## src/rtl/cap_queue.sv

```systemverilog
`default_nettype none
// ============================================================================
// Module      : cap_queue
// Description : Qualified-capture FIFO. A word is captured only when every
//               capture qualifier line is high. Head entry is presented
//               combinationally and forced to zero while empty. A sticky
//               overflow flag records captures that hit a full queue.
//               Optional macro CAP_OVERWRITE_EN: a capture into a full queue
//               with no pop overwrites the oldest entry instead of being
//               dropped.
// Revision    : 1.0 - initial release
// ============================================================================
module cap_queue #(
    parameter int DATA_W = 4,
    parameter int DEPTH  = 4,   // power of two, 2..64
    parameter int CAP_W  = 3
) (
    input  logic                       clock,
    input  logic                       rst,
    input  logic [DATA_W-1:0]          data_in,
    input  logic [CAP_W-1:0]           capture,
    input  logic                       rd_en,
    input  logic                       clr_ovf,
    output logic [DATA_W-1:0]          data_out,
    output logic                       valid_out,
    output logic                       full,
    output logic [$clog2(DEPTH):0]     count,
    output logic                       overflow
);

    localparam int AW = $clog2(DEPTH);
    localparam int CW = AW + 1;

    // Storage and control state
    logic [DATA_W-1:0] mem_q [DEPTH];
    logic [AW-1:0]     wr_ptr_q, wr_ptr_d;
    logic [AW-1:0]     rd_ptr_q, rd_ptr_d;
    logic [CW-1:0]     count_q,  count_d;
    logic              ovf_q,    ovf_d;

    // Decoded per-cycle events
    logic cap_req;
    logic is_valid;
    logic is_full;
    logic pop;
    logic push;
    logic ovf_event;
    logic wr_en;

    // Event decode, pointer/count/flag next-state
    always_comb begin
        cap_req   = &capture;
        is_valid  = (count_q != '0);
        is_full   = (count_q == CW'(DEPTH));
        pop       = rd_en & is_valid;
        // A simultaneous pop frees a slot, so a full queue can still accept.
        push      = cap_req & (~is_full | pop);
        ovf_event = cap_req & is_full & ~pop;

        wr_en     = push;
        wr_ptr_d  = wr_ptr_q;
        rd_ptr_d  = rd_ptr_q;
        count_d   = count_q;
        ovf_d     = ovf_q;

        // Pointers are AW bits wide, so incrementing wraps DEPTH-1 -> 0.
        if (push) begin
            wr_ptr_d = wr_ptr_q + AW'(1);
        end
        if (pop) begin
            rd_ptr_d = rd_ptr_q + AW'(1);
        end

        if (push && !pop) begin
            count_d = count_q + CW'(1);
        end else if (pop && !push) begin
            count_d = count_q - CW'(1);
        end

`ifdef CAP_OVERWRITE_EN
        // Full means wr_ptr == rd_ptr: write over the oldest slot and move
        // both pointers so the next-oldest entry becomes the head.
        if (ovf_event) begin
            wr_en    = 1'b1;
            wr_ptr_d = wr_ptr_q + AW'(1);
            rd_ptr_d = rd_ptr_q + AW'(1);
        end
`endif

        // Set wins over clear when both happen in one cycle.
        if (clr_ovf) begin
            ovf_d = 1'b0;
        end
        if (ovf_event) begin
            ovf_d = 1'b1;
        end
    end

    // Control state register with synchronous reset
    always_ff @(posedge clock) begin
        if (rst) begin
            wr_ptr_q <= '0;
            rd_ptr_q <= '0;
            count_q  <= '0;
            ovf_q    <= 1'b0;
        end else begin
            wr_ptr_q <= wr_ptr_d;
            rd_ptr_q <= rd_ptr_d;
            count_q  <= count_d;
            ovf_q    <= ovf_d;
        end
    end

    // Storage write; contents are not reset, they stay hidden behind count
    always_ff @(posedge clock) begin
        if (!rst && wr_en) begin
            mem_q[wr_ptr_q] <= data_in;
        end
    end

    assign valid_out = is_valid;
    assign full      = is_full;
    assign count     = count_q;
    assign overflow  = ovf_q;
    assign data_out  = is_valid ? mem_q[rd_ptr_q] : '0;

endmodule
`default_nettype wire

```

## config.mk

```make
export PLATFORM = sky130hd
export DESIGN_NAME = cap_queue
export DESIGN_NICKNAME = d
export VERILOG_FILES = /design/src/rtl/cap_queue.sv
export SDC_FILE = /design/constraint.sdc
export NUM_CORES = 1
export LEC_CHECK = 0
export ABC_CLOCK_PERIOD_IN_PS = 2500
export CAP_MARGIN = 20
export CORE_UTILIZATION = 30
export CTS_BUF_LIST = sky130_fd_sc_hd__clkbuf_8
export CTS_CLUSTER_SIZE = 30
export DETAILED_ROUTE_END_ITERATION = 10
export HOLD_SLACK_MARGIN = 0.05
export PLACE_DENSITY_LB_ADDON = 0.3
export SLEW_MARGIN = 30
export SYNTH_ARGS = -nofsm -noshare
export SYNTH_HDL_FRONTEND = slang
export SYNTH_SLANG_ARGS = --single-unit
```

## constraint.sdc

```tcl
create_clock -name clock -period 2.5 [get_ports clock]
set_input_delay 0.5 -clock clock [delete_from_list [all_inputs] [get_ports clock]]
set_output_delay 0.5 -clock clock [all_outputs]
set_load 0.01 [all_outputs]
```

==> impl_metrics.py <==
metrics = {
    "die": {
        "die-area_sq_um": 4060,
        "fp.dieW_um": 63.7,
        "ios": 21,
        "fp-row-count": 22,
        "core-area_sq_um": 3660,
        "initial_core_util": 0.312,
        "die_h_um": 63.7,
    },
    "timing": {
        "finalHoldViolations": 0,
        "worstMarginPinSlew_ns": 0.488,
        "max_freq_mhz": 430,
        "min_period_ns": 2.33,
        "slew_headroom": 0.673,
        "fin_crit_sh": 0.931,
        "slew_viol_final": 0,
        "skew_ns": 0.000893,
        "setup_viol": 0,
        "rsz0062_at_grt": "false",
    },
    "finish": {
        "area_growth_pct": 31.4,
        "layout_common_cells": "20 x clkdlybuf4s50_1, 16 x edfxtp_1, 9 x dfxtp_1",
        "fin_area_sq_um": 1500,
        "fillCellCount": 340,
        "drive_above_1_share": 0.168,
        "nets": 125,
        "layout_commonest_cell": "clkdlybuf4s50_1",
        "diodes": 0,
    },
    "route": {
        "via_per_inst": 4.42,
        "drtIter0Drc": 6,
        "vias": 685,
        "postRouteAntennaNets": 0,
        "postRouteWirelength_um": 1960,
        "routedWlPerCell_um": 12.6,
        "first_pass_iters": 4,
        "drc": 0,
    },
    "cts": {
        "cts_resized": 0,
        "cts_hold_repair.buffers": 0,
        "cts_max_level": 1,
        "path_clk_slew_ns": 0.09,
        "root_buffer": "clkbuf_8",
        "cts.sinks": 26,
        "clockBufferDepth": 2,
        "insertion_delay_ns": 0.26,
        "cts_tree": "done",
        "post_cts_buffers": 0,
        "cts_buffers": 3,
    },
    "hold_path": {
        "min_path_type": "reg2reg",
    },
    "critical_path": {
        "critPathRequiredTime_ns": 2.00,
        "cp_max_fo": 4,
        "cp-end-kind": "primary output",
        "path_class": "reg2out",
        "cp-start-kind": "flop",
        "crit_arrival_ns": 1.83,
    },
    "place": {
        "io_buffer_count": 20,
        "placed_area_sq_um": 1430,
        "hpwl_um": 1470,
        "gp_congestion": 0.753,
    },
    "global_routing": {
        "grt_pass1_wl_um": 3110,
        "antenna_found_initial": 0,
        "grt_max_degree": 16,
        "grtUsageTotal": 0.105,
        "grt_overflow_total": 0,
        "first_global_vias": 695,
    },
    "job": {
        "max_cap_violations": 0,
    },
    "pwr": {
        "fin_total_pwr_mw": 1.36,
        "ir_drop_v": 0.000240,
        "p_leak_nw": 0.526,
        "powerDensity_nw_per_um2": 906,
    },
    "synth": {
        "ys_ff_latch": 26,
        "synth_fp_nets": 97,
        "yosysSeqAreaShare": 0.596,
        "synth_area_per_cell_sq_um": 14.3,
        "ys_types": 26,
        "synth_area_sq_um": 1140,
        "syn_inst": 80,
        "yosysWarnings": 0,
    },
    "run_status": {
        "status": "completed",
    },
}
[final timing paths]
check | to | slack [ns] | start | cells after the start
setup / recovery | data_out[3] | 0.17 | flop | 3
setup reg to reg | count[2] | 0.42 | count[1] | 8
hold reg to reg | overflow | 0.48 | overflow | 2
hold / removal | overflow | 0.48 | overflow | 2
[where the power goes]
part           internal, mW  total [mW]  switching (mW)
Sequential            0.499       0.576          0.0766
Combinational         0.267       0.440           0.173
Clock                 0.214       0.344           0.130
Total                 0.980        1.36           0.380
[state kept, by name, summed over array words and instances (netlist names), named ones only]
register,cells
wr_ptr_q,2
overflow,1
mem_q,16
count,3
rd_ptr_q,2
[kinds of logic after synthesis]
family                   share of synthesized area
AND/OR/NAND/NOR                              0.150
flip-flops                                   0.596
multiplexers                                 0.110
AO/OA/AOI/OAI                               0.0329
adder cells (fa/ha/maj)                     0.0723
buffers and inverters                       0.0164
XOR/XNOR                                    0.0230
[metrics by stage]
step           std cells  TNS, ns  hold slack (ns)   util  setup WS [ns]
5_1_grt              155        0            0.504  0.410         0.0967
3_3_place_gp         151        0            0.459  0.390        0.00920
6_report             155        0            0.478  0.410          0.172
4_1_cts              155        0            0.482  0.410         0.0280
2_1_floorplan         80        0            0.459      -          0.418
3_5_place_dp         151  -0.0696            0.472  0.390        -0.0696
[worst max-delay path, stage by stage, from the launching register on]
cell             delay [ns]
dfxtp_2                0.42
mux4_2                 0.50
nor2b_1                0.15
clkdlybuf4s50_1        0.50
[final cells by class]
class	instances	area, sq um	share of cell area
sequential	26	682	0.454
clock inverter	1	30.0	0.0200
timing repair buffer	24	230	0.153
tap	48	60.1	0.0400
clock buffer	3	41.3	0.0275
multi-input combinational	49	443	0.295
inverter	4	15.0	0.0100
[Yosys cell counts]
library cell / n / area share
nor2b_1: 4 / 0.022
edfxtp_1: 16 / 0.42
inv_1: 4 / 0.013
nor4b_4: 1 / 0.021
fa_1: 1 / 0.018
nor3b_1: 1 / 0.0066
nor3_1: 1 / 0.0044
nor2_1: 6 / 0.020
and2_1: 4 / 0.022
xor2_1: 3 / 0.023
o31ai_2: 1 / 0.011
mux2_4: 1 / 0.013
nand4_1: 1 / 0.0055
or3_1: 2 / 0.011
dfxtp_1: 10 / 0.18
o21ai_0: 2 / 0.0088
nand3_1: 1 / 0.0044
mux2i_1: 2 / 0.018
mux4_2: 4 / 0.079
clkbuf_1: 1 / 0.0033
nand2b_1: 3 / 0.016
nand2_1: 1 / 0.0033
a21oi_1: 3 / 0.013
ha_1: 5 / 0.055
nor2_2: 1 / 0.0055
nor3_2: 1 / 0.0088
[routing by layer]
metal / share of wire / up-vias / track usage
met2: 0.52 / 9 / 0.173
met1: 0.44 / 331 / 0.125
li1: - / 341 / -
met3: 0.014 / 4 / 0.0109
met5: 0 / - / 0
met4: 0.026 / 0 / 0.0767
(Power assumes the default switching activity.)
